--- src/rtl/dest_sel_pipe_pkg.sv ---
// Shared definitions for the write-back destination selector and its
// destination pipeline: default widths, destination-mode encodings and
// the hard-wired zero register.
package dest_sel_pipe_pkg;

  localparam int ADDR_W_DEF   = 5;
  localparam int LINK_REG_DEF = 31;
  localparam int ZERO_REG     = 0;

  // Destination field select carried by the decoder
  typedef enum logic [1:0] {
    DST_RT   = 2'b00,
    DST_RD   = 2'b01,
    DST_LINK = 2'b10,
    DST_RSVD = 2'b11
  } dst_mode_e;

endpackage

--- src/rtl/dest_match.sv ---
// Compares one source register address against every in-flight
// destination and reports whether any stage will write it, plus the
// youngest (lowest-index) matching stage. Address zero never matches.
module dest_match
  import dest_sel_pipe_pkg::*;
#(
  parameter int ADDR_W = ADDR_W_DEF,
  parameter int DEPTH  = 3,
  parameter int STG_W  = 2
) (
  input  logic [DEPTH*ADDR_W-1:0] stage_dst_i,
  input  logic [DEPTH-1:0]        stage_we_i,
  input  logic [ADDR_W-1:0]       src_i,
  output logic                    hit_o,
  output logic [STG_W-1:0]        stage_o
);

  // Scan oldest to youngest so the youngest hit is the last one to land
  always_comb begin
    hit_o   = 1'b0;
    stage_o = '0;
    for (int k = DEPTH - 1; k >= 0; k--) begin
      if (stage_we_i[k] &&
          (stage_dst_i[k*ADDR_W +: ADDR_W] == src_i) &&
          (src_i != ADDR_W'(ZERO_REG))) begin
        hit_o   = 1'b1;
        stage_o = STG_W'(k);
      end
    end
  end

endmodule

--- src/rtl/dest_sel_pipe.sv ---
// Write-back destination selector and destination pipeline.
// Picks rt / rd / link register for the decoding instruction, then carries
// (address, write-enable) through DEPTH stages with hold and bubble control.
// Build option: DEST_FWD_CMP_EN adds source-vs-in-flight comparators for the
// forwarding and hazard units; without it the fwd_* outputs are tied to 0.
module dest_sel_pipe
  import dest_sel_pipe_pkg::*;
#(
  parameter int ADDR_W   = ADDR_W_DEF,
  parameter int DEPTH    = 3,
  parameter int LINK_REG = LINK_REG_DEF,
  localparam int STG_W   = (DEPTH > 1) ? $clog2(DEPTH) : 1
) (
  input  logic                    clk,
  input  logic                    reset,
  input  logic [ADDR_W-1:0]       rt,
  input  logic [ADDR_W-1:0]       rd,
  input  logic [1:0]              dst_mode,
  input  logic                    reg_write,
  input  logic                    hold,
  input  logic                    bubble,
  input  logic [ADDR_W-1:0]       src_a,
  input  logic [ADDR_W-1:0]       src_b,
  output logic [DEPTH*ADDR_W-1:0] stage_dst,
  output logic [DEPTH-1:0]        stage_we,
  output logic [ADDR_W-1:0]       wb_dst,
  output logic                    wb_we,
  output logic                    fwd_a_hit,
  output logic                    fwd_b_hit,
  output logic [STG_W-1:0]        fwd_a_stage,
  output logic [STG_W-1:0]        fwd_b_stage
);

  logic [ADDR_W-1:0] dst_sel;
  logic              we_sel;
  logic [ADDR_W-1:0] dst_q [DEPTH];
  logic [ADDR_W-1:0] dst_d [DEPTH];
  logic [DEPTH-1:0]  we_q;
  logic [DEPTH-1:0]  we_d;

  // Destination select; reserved mode and $0 targets enter as non-writes
  always_comb begin
    unique case (dst_mode_e'(dst_mode))
      DST_RD:   dst_sel = rd;
      DST_LINK: dst_sel = ADDR_W'(LINK_REG);
      default:  dst_sel = rt;
    endcase
    we_sel = reg_write &&
             (dst_mode_e'(dst_mode) != DST_RSVD) &&
             (dst_sel != ADDR_W'(ZERO_REG));
  end

  // Next-state: hold freezes everything, otherwise shift with a bubble or new entry
  always_comb begin
    dst_d = dst_q;
    we_d  = we_q;
    if (!hold) begin
      dst_d[0] = bubble ? '0   : dst_sel;
      we_d[0]  = bubble ? 1'b0 : we_sel;
      for (int k = 1; k < DEPTH; k++) begin
        dst_d[k] = dst_q[k-1];
        we_d[k]  = we_q[k-1];
      end
    end
  end

  // Stage registers; reset clears every in-flight write
  always_ff @(posedge clk) begin
    if (reset) begin
      for (int k = 0; k < DEPTH; k++) begin
        dst_q[k] <= '0;
      end
      we_q <= '0;
    end else begin
      dst_q <= dst_d;
      we_q  <= we_d;
    end
  end

  // Flatten stage registers onto the output bus
  always_comb begin
    for (int k = 0; k < DEPTH; k++) begin
      stage_dst[k*ADDR_W +: ADDR_W] = dst_q[k];
    end
  end

  assign stage_we = we_q;
  assign wb_dst   = dst_q[DEPTH-1];
  assign wb_we    = we_q[DEPTH-1];

`ifdef DEST_FWD_CMP_EN
  dest_match #(
    .ADDR_W (ADDR_W),
    .DEPTH  (DEPTH),
    .STG_W  (STG_W)
  ) u_match_a (
    .stage_dst_i (stage_dst),
    .stage_we_i  (we_q),
    .src_i       (src_a),
    .hit_o       (fwd_a_hit),
    .stage_o     (fwd_a_stage)
  );

  dest_match #(
    .ADDR_W (ADDR_W),
    .DEPTH  (DEPTH),
    .STG_W  (STG_W)
  ) u_match_b (
    .stage_dst_i (stage_dst),
    .stage_we_i  (we_q),
    .src_i       (src_b),
    .hit_o       (fwd_b_hit),
    .stage_o     (fwd_b_stage)
  );
`else
  logic unused_src;
  assign unused_src  = ^{src_a, src_b};
  assign fwd_a_hit   = 1'b0;
  assign fwd_b_hit   = 1'b0;
  assign fwd_a_stage = '0;
  assign fwd_b_stage = '0;
`endif

endmodule

--- config.mk ---
export PLATFORM = sky130hd
export DESIGN_NAME = dest_sel_pipe
export DESIGN_NICKNAME = d
export VERILOG_FILES = /design/src/rtl/dest_sel_pipe_pkg.sv /design/src/rtl/dest_match.sv /design/src/rtl/dest_sel_pipe.sv
export SDC_FILE = /design/constraint.sdc
export NUM_CORES = 1
export LEC_CHECK = 0
export CORE_MARGIN = 4
export CORE_UTILIZATION = 38
export DETAILED_ROUTE_END_ITERATION = 8
export MAX_ROUTING_LAYER = met4
export PLACE_DENSITY_LB_ADDON = 0.05
export SLEW_MARGIN = 25
export SYNTH_ARGS = -nofsm -noshare
export SYNTH_HDL_FRONTEND = slang
export SYNTH_SLANG_ARGS = --single-unit
--- constraint.sdc ---
create_clock -name clk -period 3.1 [get_ports clk]
set_input_delay 0.465 -clock clk [delete_from_list [all_inputs] [get_ports clk]]
set_output_delay 0.465 -clock clk [all_outputs]
set_load 0.005 [all_outputs]
==> results of run 1 <==
through the flow:
| step | instances | utilization (%) |
|---|---|---|
| after floorplan | 98 | - |
| after global placement | 150 | 55.4 |
| after detailed placement | 150 | 55.4 |
| after CTS | 154 | 57.1 |
| after global routing | 154 | 57.1 |
| final | 154 | 57.1 |
cells by family after synthesis:
kind of cell               share of synthesized area (%)
muxes                                               13.7
AOI/OAI and AO/OA                                   13.6
buffers and inverters                               13.7
DFF                                                 41.1
adders and majority gates                           4.28
other                                              0.428
and+or+nand+nor                                     13.3
worst min-delay path by stage:
stage          cells after the start    startpoint      endpoint  slack [ns]
2_1_floorplan                      2  stage_dst[0]  stage_dst[0]        0.50
3_3_place_gp                       2     wb_dst[4]     wb_dst[4]        0.50
3_5_place_dp                       2   stage_we[2]   stage_we[2]        0.51
4_1_cts                            2   stage_we[2]   stage_we[2]        0.53
5_1_grt                            2  stage_dst[4]  stage_dst[4]        0.55
6_report                           2   stage_we[2]   stage_we[2]        0.53
power by group through the flow:
| stage | Combinational [W] | Sequential, W | Clock, W |
|---|---|---|---|
| 2_1_floorplan | 0.0000495 | 0.000248 | 0 |
| 4_1_cts | 0.0000857 | 0.000243 | 0.000144 |
| 3_5_place_dp | 0.0000853 | 0.000248 | 0 |
| 6_report | 0.0000851 | 0.000242 | 0.000140 |
| 5_1_grt | 0.0000939 | 0.000243 | 0.000152 |
| 3_3_place_gp | 0.0000844 | 0.000248 | 0 |
Yosys cell counts, drive strengths merged:
| cell | instances |
|---|---|
| ha | 3 |
| dfxtp | 18 |
| a41oi | 1 |
| a22oi | 2 |
| nand2 | 2 |
| or4b | 1 |
| nor2 | 18 |
| inv | 2 |
| buf | 16 |
| a21o | 1 |
| clkbuf | 1 |
| a211o | 5 |
| mux2i | 12 |
| a32oi | 5 |
| conb | 1 |
| nand2b | 5 |
cell type report:
| class | count | area (sq um) | area share, % |
|---|---|---|---|
| inverter | 2 | 7.51 | 0.595 |
| multi-input combinational | 61 | 415 | 32.9 |
| tap | 28 | 35.0 | 2.78 |
| clock buffer | 4 | 36.3 | 2.87 |
| sequential | 18 | 360 | 28.5 |
| timing repair buffer | 41 | 408 | 32.3 |
sequential cells by signal (all words and copies together) (netlist names):
register,flops
stage_we,3
stage_dst,10
wb_dst,5
tightest hold or removal path, cell delays in order, from the launching register on:
cell and delay [ns]:
dfxtp_1 0.35, mux2i_1 0.07, nor2_1 0.07
layer usage:
| layer | up-vias | wire [um] | share of wire [%] |
|---|---|---|---|
| met5 | - | 0 | 0 |
| met1 | 352 | 804 | 43 |
| li1 | 369 | - | - |
| met2 | 29 | 882 | 47 |
| met4 | 0 | 5 | 0.27 |
| met3 | 2 | 165 | 8.9 |
==> impl_results.md, run 1 <==
* Full die area at 3140 sq um
* Fin area at 1260 sq um
* Hold buffers post-CTS at 0
* Yosys cell types at 18
* Largest net degree at the start of global routing at 21
* Met3 Use GR at 4.87%
* LEAKAGE at 0.526 nW
* Core box area at 2210 sq um
* Detailed placer's ending HPWL at 1450 um
* Slew Limit Fails at 0
* Logic gate share of total power at 18.2%
* Status: complete, no violations
* Sum of negative setup slack at 0 ns
* Post-synthesis sequential area ratio at 41.1%
* Syn Area/Cell at 9.43 sq um
* Initial Util at 39.6%
* GRT met1 Usage at 13.5%
* Worst EP arrival at 2.10 ns
* Antenna violations before repair at 0
* Least-Margin Pin Slew at 0.622 ns
* Setup bufs post-CTS at 0
* Row cnt at 17
* CTS clk-pin slew, worst paths at 0.10 ns
* Most frequent cells in the layout: 40 x clkdlybuf4s50_1, 18 x nor2_1, 18 x dfxtp_1
* Vias in the first global route at 691
* Layout cells sized above 1 at 3.97%
* Cell count along the critical path at 6
* Die Wd at 56.0 um
* Num CTS Buffers at 3
* Reg-to-reg setup timing slack at 2.27 ns
* DP Area at 1230 sq um
* N_diodes at 0
* Buf/Inv on CP at 2
* Crit path capture type: flop
* Critical Path End: stage_we[0]
* Drt pass-1 iters at 2
* Synth Register Bits at 18
* Peak supply drop at 0.315 mV
* Post-route minimum period at 1.93 ns
* Top-area cell type share of the netlist area at 41.1%
* Post-route DRC violation count at 0
* First-pass GRT wire length at 2940 um
* Synthesized area at 877 sq um
* Critical path startpoint: dst_mode[0]
* Type of the worst min-delay path: reg2reg
* R2R cell count at 3
* Avg Vias per Cell at 4.88
* Switch share at 23.4%
* Met2 Use GR at 19.5%
* GR peak layer: met2
* Startpoint types: primary input
* Clock sink total at 18
* Final WS setup at 1.17 ns
* RSZ-0062 raised after global routing: no
* Post_cts resized at 0
* Synth area leaders: dfxtp_1 41%, mux2i_1 14%, buf_4 10%
* Die Y at 56.0 um
* R2R Path Start: stage_we[0]
* CTS H-tree lvls at 1
* Sequential Power Share at 51.8%
* Worst Skew at 0.000650 ns
* Routed WL per cell at 12.1 um
* Port bufs at 40
* Psw at 0.000109 W
* Hold Vio Cnt, Final at 0
* Commonest non-fill, non-tap cell in the layout: clkdlybuf4s50_1
* Crit-path slowest cell: clkdlybuf4s50_1
* Area delta synth->final at 43.9%
* Area leader, netlist: dfxtp_1
* P_int at 0.000358 W
* Clk Tree Root Cell: clkbuf_4
* Highest Clock Rate at 517 MHz
* Required @ worst endpoint at 3.27 ns
* R2r endpoint: stage_we[0]
* Gpl congestion at 0.722
* Nets at 157
* Overall power at 0.000468 W
* All-Layer GR Usage at 12.0%
* Vias at 752
* Clock power share at 30.0%
* Filler instances at 211
* I/O pin cnt at 57
* Clock Latency Late Sink at 0.29 ns
* Pre-CTS WS at 0.868 ns
* Total Routed Length at 1860 um
* CP max FO at 10
* Max_cap viols at 0
* Pwr per Cell Area at 371 nW/um^2
* Post-route ant nets at 0
* Critical Path, Cell by Cell: clkdlybuf4s50_1, inv_1, ha_1, a211o_1, a22oi_1, a41oi_1
* Max Root-Sink Buffers at 2
* Post-Synthesis Cells at 93
* Overflow after GRT at 0
* DR iter-0 viols at 7
* # setup viols final at 0
* Synth warn at 0
* Crit path kind: in2reg
* Fin crit share at 62.3%
* Max_slew headroom at 58.4%
* WHS at 0.526 ns
* CTS tree: built
* Worst path max stage delay at 0.51 ns
* Worst path top cell family by delay: compound AO/OA/AOI/OAI gates
No activity file was read; power rests on OpenSTA's default activity.
==> run 2: changes to the inputs <==
--- a/config.mk
+++ b/config.mk
@@ -6,7 +6,7 @@
 export NUM_CORES = 1
 export LEC_CHECK = 0
 export CORE_MARGIN = 4
-export CORE_UTILIZATION = 38
+export CORE_UTILIZATION = 35
 export DETAILED_ROUTE_END_ITERATION = 8
 export MAX_ROUTING_LAYER = met4
 export PLACE_DENSITY_LB_ADDON = 0.05
==> constraint.sdc (replaced) <==
create_clock -name clk -period 2 [get_ports clk]
set_input_delay 0.3 -clock clk [delete_from_list [all_inputs] [get_ports clk]]
set_output_delay 0.3 -clock clk [all_outputs]
set_load 0.005 [all_outputs]
==> run 2 against run 1 <==
Compared with the run above:
- critical path depth unchanged
- global-route usage shrank 0.71 points
- die area increased by 7.3%
- sequential share of layout area shrank 0.20 points
- critical path type unchanged
- flip-flop and latch count unchanged
- worst hold slack about the same
- via count down 0.40%
- first-iteration DRC count unchanged
- routed wire length up 2.8%
- clock skew is 0.0022 ns higher
==> impl_results.md, run 2 (synthesized netlist as in run 1, its figures left out) <==
* Status: complete, no violations
* Crit path kind: in2reg
* Total Routed Length at 1910 um (+2.8%)
* Clk Tree Root Cell: clkbuf_4
* CTS H-tree lvls at 1 (unchanged)
* All-Layer GR Usage at 11.3% (-0.71 points)
* Num CTS Buffers at 3 (unchanged)
* I/O pin cnt at 57 (unchanged)
* Commonest non-fill, non-tap cell in the layout: clkdlybuf4s50_1
* Die Wd at 58.1 um (+3.6%)
* DR iter-0 viols at 7 (unchanged)
* N_diodes at 0 (unchanged)
* CTS tree: built
* Initial Util at 38.2% (-1.5 points)
* Layout cells sized above 1 at 5.47% (+1.5 points)
* Area delta synth->final at 44.9%
* Startpoint types: primary input
* Sequential Power Share at 54.8% (+3.0 points)
* Hold buffers post-CTS at 0 (unchanged)
* Clock sink total at 18 (unchanged)
* Largest net degree at the start of global routing at 20 (-4.8%)
* Most frequent cells in the layout: 40 x clkdlybuf4s50_1, 18 x nor2_1, 18 x dfxtp_1
* Drt pass-1 iters at 4 (+2)
* Die Y at 58.1 um (+3.6%)
* Max reg flops at 10 (unchanged)
* RSZ-0062 raised after global routing: no
* LEAKAGE at 0.533 nW (+1.4%)
* Antenna violations before repair at 0 (unchanged)
* Routed WL per cell at 12.2 um (+1.5%)
* Type of the worst min-delay path: reg2reg
* Overall power at 0.000685 W (+46%)
* Max Root-Sink Buffers at 2 (unchanged)
* GRT met1 Usage at 13.3% (-0.14 points)
* Vias in the first global route at 646 (-6.5%)
* Max_cap viols at 0 (unchanged)
* CP max FO at 7 (-3)
* P_int at 0.000520 W (+45%)
* Full die area at 3370 sq um (+7.3%)
* Logic gate share of total power at 20.2% (+2.0 points)
* Sum of negative setup slack at 0 ns (unchanged)
* Overflow after GRT at 0 (unchanged)
* Switch share at 24.0% (+0.66 points)
* Hold Vio Cnt, Final at 0 (unchanged)
* Port bufs at 40 (unchanged)
* Pwr per Cell Area at 539 nW/um^2 (+45%)
* Avg Vias per Cell at 4.80 (-1.7%)
* Worst Skew at 0.00286 ns (+0.00221 ns)
* Fin crit share at 85.1%
* Slew Limit Fails at 0 (unchanged)
* Peak supply drop at 0.428 mV (+36%)
* Core box area at 2300 sq um (+3.8%)
* Crit-path slowest cell: clkdlybuf4s50_1
* Gpl congestion at 0.747 (+3.5%)
* Post-route minimum period at 1.70 ns
* Highest Clock Rate at 587 MHz
* Post-route DRC violation count at 0 (unchanged)
* Post-route ant nets at 0 (unchanged)
* Setup bufs post-CTS at 0 (unchanged)
* Clock power share at 25.0% (-5.0 points)
* Met2 Use GR at 18.5% (-0.98 points)
* Worst path max stage delay at 0.50 ns (about the same)
* Psw at 0.000165 W (+51%)
* Post_cts resized at 0 (unchanged)
* Detailed placer's ending HPWL at 1490 um (+3.1%)
* First-pass GRT wire length at 2900 um (-1.4%)
* Fin util at 55.3% (-1.7 points)
* DP Area at 1250 sq um (+1.8%)
* Critical Path, Cell by Cell: clkdlybuf4s50_1, inv_1, ha_1, a211o_1, a22oi_1, a41oi_1
* Worst EP arrival at 1.86 ns (-0.24 ns)
* # setup viols final at 0 (unchanged)
* Vias at 749 (-0.40%)
* CTS clk-pin slew, worst paths at 0.10 ns (about the same)
* Row cnt at 17 (unchanged)
* Met3 Use GR at 3.34% (-1.5 points)
* Clock Latency Late Sink at 0.28 ns (about the same)
* Fin area at 1270 sq um (+0.69%)
* Crit path capture type: flop
* Required @ worst endpoint at 2.16 ns (-1.11 ns)
* Nets at 160 (+1.9%)
* GR peak layer: met2
run 2: per-layer routing:
layer | wire (um) | share of wire (%)
met1 | 885 | 46
met2 | 886 | 46
met3 | 122 | 6.4
met4 | 14 | 0.73
met5 | 0 | 0
run 2: cell type report:
class | count | area (sq um)
Multi-Input combinational cell | 61 | 415
Sequential cell | 18 | 360
Inverter | 2 | 7.51
Fill cell | 241 | 1030
Timing Repair Buffer | 44 | 430
Clock buffer | 3 | 22.5
Tap cell | 28 | 35.0
run 2: power by group through the flow:
| stage | clock network, W | logic (W) | registers (W) |
|---|---|---|---|
| global placement | 0 | 0.000139 | 0.000384 |
| finish | 0.000171 | 0.000139 | 0.000375 |
| CTS | 0.000177 | 0.000140 | 0.000376 |
| global route | 0.000195 | 0.000153 | 0.000377 |
| floorplan | 0 | 0.0000767 | 0.000384 |
| detailed placement | 0 | 0.000140 | 0.000384 |
run 2: worst paths after layout:
path	endpoint	depth (start not counted)	slack (ns)	from
min reg2reg	stage_dst[2]	2	0.53	stage_dst[2]
min	stage_dst[2]	2	0.53	stage_dst[2]
max	stage_we[0]	6	0.30	dst_mode[0]
max reg2reg	stage_we[0]	3	1.18	stage_we[0]
run 2: per-stage QoR:
| step | setup slack [ns] | cells | hold slack (ns) |
|---|---|---|---|
| after floorplan | 0.530 | 98 | 0.496 |
| after global placement | -0.00587 | 153 | 0.495 |
| after detailed placement | -0.000334 | 153 | 0.508 |
| after CTS | 0.287 | 156 | 0.535 |
| after global routing | 0.208 | 156 | 0.553 |
| final | 0.298 | 156 | 0.526 |
run 2: critical path: cells and delay by family:
| kind | cells | cell delay, ns |
|---|---|---|
| buffers and inverters | 2 | 0.55 |
| AOI/OAI and AO/OA | 3 | 0.62 |
| adders and majority gates | 1 | 0.37 |
